===== src/rtl/cl_mult_seq.sv =====
// Sequential carry-less (GF(2)[x]) multiplier: one multiplier bit per clock,
// producing an unreduced 2*DATA_WIDTH product for a downstream reduction stage.
module cl_mult_seq #(
    parameter int DATA_WIDTH = 4
) (
    input  logic                          clk,
    input  logic                          rst_n,
    input  logic                          enable,
    input  logic                          start,
    input  logic [$clog2(DATA_WIDTH):0]   polyn_grade,
    input  logic [DATA_WIDTH-1:0]         a,
    input  logic [DATA_WIDTH-1:0]         b,
    output logic                          busy,
    output logic                          done,
    output logic [2*DATA_WIDTH-1:0]       prod
);

    localparam int GW = $clog2(DATA_WIDTH) + 1;
    localparam int PW = 2 * DATA_WIDTH;

    typedef enum logic [1:0] {
        IDLE = 2'd0,
        RUN  = 2'd1,
        DONE = 2'd2
    } state_t;

    state_t               state_r;
    state_t               state_s;
    logic [PW-1:0]        a_sh_r;
    logic [DATA_WIDTH-1:0] b_sh_r;
    logic [PW-1:0]        acc_r;
    logic [GW-1:0]        cnt_r;
    logic [GW-1:0]        grade_r;
    logic                 busy_r;
    logic                 done_r;
    logic [PW-1:0]        prod_r;

    logic                 accept_s;
    logic                 grade_ok_s;
    logic                 last_s;
    logic [PW-1:0]        acc_step_s;
    logic                 busy_s;
    logic                 done_s;
    logic [PW-1:0]        prod_s;

    // Keeps only coefficients below the field degree g.
    function automatic logic [DATA_WIDTH-1:0] grade_mask(input logic [GW-1:0] g);
        logic [DATA_WIDTH-1:0] m;
        m = {DATA_WIDTH{1'b0}};
        for (int i = 0; i < DATA_WIDTH; i++) begin
            if (i < int'(g)) m[i] = 1'b1;
            else             m[i] = 1'b0;
        end
        return m;
    endfunction

    assign grade_ok_s = (polyn_grade >= GW'(2)) && (polyn_grade <= GW'(DATA_WIDTH));
    assign accept_s   = enable && start && ((state_r == IDLE) || (state_r == DONE));
    assign last_s     = (cnt_r == (grade_r - GW'(1)));
    assign acc_step_s = b_sh_r[0] ? (acc_r ^ a_sh_r) : acc_r;

    // State register.
    always_ff @(posedge clk or negedge rst_n) begin
        if (!rst_n) state_r <= IDLE;
        else        state_r <= state_s;
    end

    // Next-state logic; enable low overrides everything, including start.
    always_comb begin
        state_s = state_r;
        if (!enable) begin
            state_s = IDLE;
        end else begin
            case (state_r)
                IDLE, DONE: begin
                    if (start) state_s = grade_ok_s ? RUN : DONE;
                    else       state_s = IDLE;
                end
                RUN: begin
                    if (last_s) state_s = DONE;
                    else        state_s = RUN;
                end
                default: state_s = IDLE;
            endcase
        end
    end

    // Next values of the registered outputs; prod only moves on completion or clear.
    always_comb begin
        busy_s = (state_s == RUN);
        done_s = (state_s == DONE);
        prod_s = prod_r;
        if (!enable) begin
            busy_s = 1'b0;
            done_s = 1'b0;
            prod_s = {PW{1'b0}};
        end else if (accept_s && !grade_ok_s) begin
            prod_s = {PW{1'b0}};
        end else if ((state_r == RUN) && last_s) begin
            prod_s = acc_step_s;
        end else begin
            prod_s = prod_r;
        end
    end

    // Output registers.
    always_ff @(posedge clk or negedge rst_n) begin
        if (!rst_n) begin
            busy_r <= 1'b0;
            done_r <= 1'b0;
            prod_r <= {PW{1'b0}};
        end else begin
            busy_r <= busy_s;
            done_r <= done_s;
            prod_r <= prod_s;
        end
    end

    // Operand shifters, accumulator and bit counter.
    always_ff @(posedge clk or negedge rst_n) begin
        if (!rst_n) begin
            a_sh_r  <= {PW{1'b0}};
            b_sh_r  <= {DATA_WIDTH{1'b0}};
            acc_r   <= {PW{1'b0}};
            cnt_r   <= {GW{1'b0}};
            grade_r <= {GW{1'b0}};
        end else if (!enable) begin
            a_sh_r  <= {PW{1'b0}};
            b_sh_r  <= {DATA_WIDTH{1'b0}};
            acc_r   <= {PW{1'b0}};
            cnt_r   <= {GW{1'b0}};
            grade_r <= {GW{1'b0}};
        end else if (accept_s) begin
            a_sh_r  <= {{DATA_WIDTH{1'b0}}, a & grade_mask(polyn_grade)};
            b_sh_r  <= b & grade_mask(polyn_grade);
            acc_r   <= {PW{1'b0}};
            cnt_r   <= {GW{1'b0}};
            grade_r <= polyn_grade;
        end else if (state_r == RUN) begin
            // a is pre-shifted so step k XORs in a << (k-1) without a barrel shifter.
            a_sh_r  <= a_sh_r << 1;
            b_sh_r  <= b_sh_r >> 1;
            acc_r   <= acc_step_s;
            cnt_r   <= cnt_r + GW'(1);
            grade_r <= grade_r;
        end else begin
            a_sh_r  <= a_sh_r;
            b_sh_r  <= b_sh_r;
            acc_r   <= acc_r;
            cnt_r   <= cnt_r;
            grade_r <= grade_r;
        end
    end

    assign busy = busy_r;
    assign done = done_r;
    assign prod = prod_r;

endmodule


===== config.mk =====
export PLATFORM = sky130hd
export DESIGN_NAME = cl_mult_seq
export DESIGN_NICKNAME = d
export VERILOG_FILES = /design/src/rtl/cl_mult_seq.sv
export SDC_FILE = /design/constraint.sdc
export NUM_CORES = 1
export LEC_CHECK = 0
export ABC_AREA = 1
export ABC_CLOCK_PERIOD_IN_PS = 2050
export CAP_MARGIN = 10
export CORE_MARGIN = 3
export CORE_UTILIZATION = 35
export CTS_CLUSTER_DIAMETER = 200
export CTS_CLUSTER_SIZE = 24
export DETAILED_ROUTE_END_ITERATION = 6
export GPL_ROUTABILITY_DRIVEN = 1
export PLACE_DENSITY = 0.66
export SETUP_SLACK_MARGIN = 0.05
export SLEW_MARGIN = 15
export SYNTH_ARGS = -nofsm -noshare
export SYNTH_HDL_FRONTEND = slang
export SYNTH_SLANG_ARGS = --single-unit

===== constraint.sdc =====
create_clock -name clk -period 2.05 [get_ports clk]
set_input_delay 0.5125 -clock clk [delete_from_list [all_inputs] [get_ports clk]]
set_output_delay 0.5125 -clock clk [all_outputs]
set_load 0.05 [all_outputs]

# --- Word level (Yosys, flattened, before mapping) ---
# Index checks and enable logic that the tools add are counted.
word_totals:
  in_bits: 15
  register_bits: 38
  output_inout_bits: 10
op_classes:
  n_eq_ne: 8
  reduce_logical: 9
  n_addsub: 2
  n_mux: 37
  order_cmp: 6
  bitwise_logic: 3
ops:
  columns: ["operator", "n"]
  rows:
  - ["$mux W8", 10]
  - ["$mux W3", 5]
  - ["$mux W1", 14]
  - ["$mux W4", 3]
  - ["$and A4 B4 Y4", 2]
  - ["$mux W2", 4]
  - ["$xor A8 B8 Y8", 1]
  - ["$lt A1 B3 Y1 const A", 2]
  - ["$lt A2 B3 Y1 const A", 2]
  - ["$ne A3 B1 Y1 const B", 2]
  - ["$logic_and A1 B1 Y1", 5]
  - ["$eq A2 B1 Y1 const B", 2]
  - ["$eq A2 B2 Y1 const B", 2]
  - ["$pmux W2 S2", 1]
  - ["$add A3 B1 Y3 const B", 1]
  - ["$eq A3 B3 Y1", 1]
  - ["$ge A3 B2 Y1 const B", 1]
  - ["$le A3 B3 Y1 const B", 1]
  - ["$sub A3 B1 Y3 const B", 1]
  - ["$logic_not A2 Y1", 1]
  - ["$ne A2 B1 Y1 const B", 1]
  - ["$reduce_or A2 Y1", 1]
  - ["$logic_not A1 Y1", 1]
  - ["$logic_or A1 B1 Y1", 1]

# --- Logic depth before layout (Yosys ltp) ---
depth:
  ltp_word: 8
  ltp_mapped: 11
  mapped_depth_nobuf: 11

# --- Least setup slack after synthesis ---
# Ideal clock, no wire load.
synth_path:
  kind: "flip-flop to flip-flop"
  from: "register grade_r[0]"
  to: "register prod_r[0] (netlist: prod[0])"
  stages_incl_launch_ff: 11
  setup_time_ns: 0.118
  arrival_ns: 1.370
  setup_slack_ns: 0.562
  required_ns: 1.932
  period_less_slack_ns: 1.488
  path_cell_list: "dfrtp_1 inv_1 ha_1 inv_1 nand2_1 nand2_1 nor2_1 nand3_1 clkbuf_1 nand3_1 nand2_1"
synth_between:
  elab_chain_len: 4
synth_rtl:
  columns: ["element", "line_no", "text"]
  rows:
  - ["start, declared", "33", "logic [GW-1:0] grade_r;"]
  - ["start signal, assigned", "126", "grade_r <= {GW{1'b0}};"]
  - ["start signal, assigned", "132", "grade_r <= {GW{1'b0}};"]
  - ["start signal, assigned", "138", "grade_r <= polyn_grade;"]
  - ["$sub A3 B1 Y3", "59", "assign last_s = (cnt_r == (grade_r - GW'(1)));"]
  - ["$eq A3 B3 Y1", "59", null]
  - ["$logic_and A1 B1 Y1", "99", "end else if ((state_r == RUN) && last_s) begin"]
  - ["$ne A3 B1 Y1 (no line)", null, null]
  - ["end signal, assigned", "111", "prod_r <= {PW{1'b0}};"]
  - ["end signal, assigned", "115", "prod_r <= prod_s;"]
  - ["end, declared", "36", "logic [PW-1:0] prod_r;"]
# Every way passes these cells.
# A chain may end at the register's enable or synchronous reset.

# --- Final worst setup path ---
layout_path:
  from: "register prod_r[7] (netlist: prod[7])"
  to: "output port prod[7]"
layout_rtl:
  columns: ["element", "line_no", "text"]
  rows:
  - ["end, declared", "15", "output logic [2*DATA_WIDTH-1:0] prod"]
# No word-level cell between the ends.

==> out/qor.json <==
{
  "run_status": {
    "run_status": "finished, final reports clean"
  },
  "die": {
    "chipWidth_um": 80.1,
    "num_rows": 26,
    "pin_count": 25,
    "initial_utilization_pct": 36.9,
    "die-area_um2": 6420,
    "chipHeight_um": 80.1,
    "core_um2": 5200
  },
  "yosys": {
    "post-synth-top-area-cell": "dfrtp_1",
    "netlist-cell-type-count": 22,
    "postSynth.topFlopCell": "dfrtp_1",
    "post_synth_inst_count": 223,
    "async_flop_share_pct": 100,
    "synth.area.top_cells": "dfrtp_1, nand2_1, inv_1",
    "synth_warnings": 0,
    "synth_top_cells_by_count": "nand2_1, dfrtp_1, inv_1",
    "yosys.cell_count.top_type": "nand2_1",
    "mappedNetlistArea_um2": 1920,
    "synth-edff-count": 0,
    "post_synth.cell_area_avg_um2": 8.62,
    "seq_total_area_yosys_pct": 49.4,
    "ys_seq_elements": 38,
    "yosys.area.top_type_share_pct": 49.4,
    "syn_nets": 240
  },
  "power": {
    "max-vdd-ir-drop_mv": 0.325,
    "power.density_nw_per_um2": 738,
    "power_uw": 1810,
    "power.leakage_uw": 0.00121
  },
  "drt": {
    "firstDrtPassIters": 4,
    "drt_via_density": 4.55,
    "detail_route.drc_violations": 0,
    "wl_per_cell_um": 11.5,
    "vias": 1496,
    "initial_drc_count": 76,
    "routed_wirelength_um": 3790,
    "postRouteAntennaNets": 0
  },
  "timing": {
    "timing.final.crit_period_ns": 1.95,
    "max_slew_margin_pct": 66.5,
    "setup_viol_count_final": 0,
    "fmax_mhz": 512,
    "final.setup_skew_ns": 0.00547,
    "tightest_slew_ns": 0.501,
    "hold_slack_ns": 0.177,
    "fin_crit_sh_pct": 95.4,
    "timing.final.max_slew_violations": 0,
    "timing_hold_violations_final": 0,
    "totalNegativeSetupSlack_ns": 0,
    "rsz0062_at_grt": "no"
  },
  "layout": {
    "antenna-diode-count": 0,
    "post_route_cells_drive_above_1_share_pct": 13.5,
    "area.growth.synth_to_final_pct": 27.3,
    "fin_nets": 275,
    "layout.core_utilization_pct": 47.0,
    "ff_latch_area_um2": 951,
    "fillers": 499,
    "multi_input_area_um2": 800
  },
  "global_route": {
    "grt_antenna_before_repair": 0,
    "grt_util_all_layers_pct": 13.5,
    "grt_pass1_wl_um": 6720,
    "grt_start_max_net_pins": 39,
    "globalRoute.totalOverflow": 0,
    "first_global_vias": 1518
  },
  "clock_network": {
    "worst_setup_hold_path_clk_slew_ns": 0.08,
    "insertion_delay_ns": 0.28,
    "hold_buffers": 0,
    "cts_max_path_buffers": 2,
    "cts_root_buf": "clkbuf_8",
    "numCtsBuffers": 5,
    "tritoncts": "built",
    "cts_setup_buffers": 0,
    "clkSinkCount": 38,
    "clock_tree.htree_level_count": 2
  },
  "worst_setup_path": {
    "cp.arrival_ns": 1.44,
    "timing.critical_path.buf_inv": 1,
    "crit_path_start_kind": "flop",
    "critPathCaptureType": "primary output",
    "worst_path_largest_cell_delay_ns": 0.80,
    "critical_path_class": "flop to primary output",
    "slowest_cp_cell": "clkdlybuf4s50_1",
    "path_cells": "clkdlybuf4s50_1",
    "required_ns": 1.54,
    "critPathMaxFanout": 2,
    "critical_path.top_delay_family": "buffers and inverters"
  },
  "placement": {
    "dp_hpwl_um": 2830,
    "port_buffers": 24,
    "place.gp.congestion": 0.785
  },
  "hold_path": {
    "timing.hold.worst.class": "input port to async pin"
  },
  "job": {
    "max-cap-violations": 0
  }
}
-- final cells by class --
type	count	share of cell area, %
clock buffer	6	3.37
timing repair buffer	33	13.4
sequential	38	38.9
clock inverter	2	2.45
tap	70	3.58
inverter	37	5.67
multi-input combinational	143	32.7
-- worst reg2reg max path, stage by stage (launching register included) --
cell	delay [ns]
dfrtp_1	0.34
inv_1	0.07
ha_1	0.30
inv_1	0.04
nand2_1	0.05
nand2_1	0.04
nor2_1	0.12
nand3_1	0.36
nand2_4	0.23
nand2_1	0.08
nand2_1	0.06
-- flip-flops by register name (all words and copies together), names as in the netlist --
register  flops
a_sh_r        8
acc_r         8
prod          8
b_sh_r        4
cnt_r         3
grade_r       3
state_r       2
busy          1
done          1
-- cell usage in the layout (no fill, tap or decap) --
cell type / n
clkbuf_8: 6
buf_2: 1
inv_1: 32
a22oi_1: 1
buf_12: 1
mux2i_1: 1
nand3_2: 2
nand3_1: 21
o211ai_2: 1
xor2_1: 9
nand2_4: 5
nand2_1: 58
a21oi_4: 1
inv_2: 5
nor2_8: 2
o22ai_1: 12
o211ai_1: 1
buf_4: 8
ha_1: 2
bufinv_16: 2
o21ai_0: 3
dfrtp_1: 38
nor2_4: 1
o21ai_1: 12
clkdlybuf4s50_1: 18
nor2_1: 11
dlymetal6s2s_1: 5
-- logic make-up (layout without fill, tap and decap cells) --
| family | Yosys count | count (layout) | synth area share, % |
|---|---|---|---|
| adder cells (fa/ha/maj) | 2 | 2 | 1.30 |
| flip-flops | 38 | 38 | 49.4 |
| XOR/XNOR | 9 | 9 | 4.10 |
| multiplexers | 1 | 1 | 0.521 |
| AND/OR/NAND/NOR | 100 | 100 | 25.6 |
| AO/OA/AOI/OAI | 31 | 31 | 10.1 |
| buffers and inverters | 42 | 78 | 8.98 |
-- worst paths after layout --
check | end | start | slack [ns] | depth (start not counted)
worst max-delay path | prod[7] | prod[7] | 0.1 | 1
worst min-delay path | cnt_r[2] | rst_n | 0.18 | 2
worst max register to register | prod[4] | grade_r[0] | 0.30 | 10
worst min register to register | b_sh_r[2] | b_sh_r[2] | 0.50 | 2
max in group asynchronous | prod[6] | rst_n | 1.69 | 2
min in group clk | b_sh_r[2] | b_sh_r[2] | 0.50 | 2
-- stage by stage --
stage | setup WS (ns) | cells | instance area [µm²]
floorplan | 0.562 | 223 | 1920
global placement | 0.0915 | 321 | 2290
detailed placement | 0.0376 | 321 | 2290
CTS | 0.0664 | 329 | 2430
global route | 0.0585 | 329 | 2450
finish | 0.0953 | 329 | 2450
-- power breakdown --
part / internal [µW] / switching [µW]
Clock: 519 / 260
Combinational: 91.2 / 145
Sequential: 773 / 18.1
-- layer usage --
metal	part of all wire (%)	up-vias	GRT usage [%]
met5	0	-	0
met4	1.9	0	5.41
met3	5.1	8	3.92
met2	43	34	20.3
met1	50	678	18.3
li1	-	776	-
-- what timing repair did --
action                     in CTS  in global routing
hold endpoints to repair        0                  0
setup endpoints to repair       0                  5
gates resized for setup         0                  5
(Power assumes the default switching activity.)
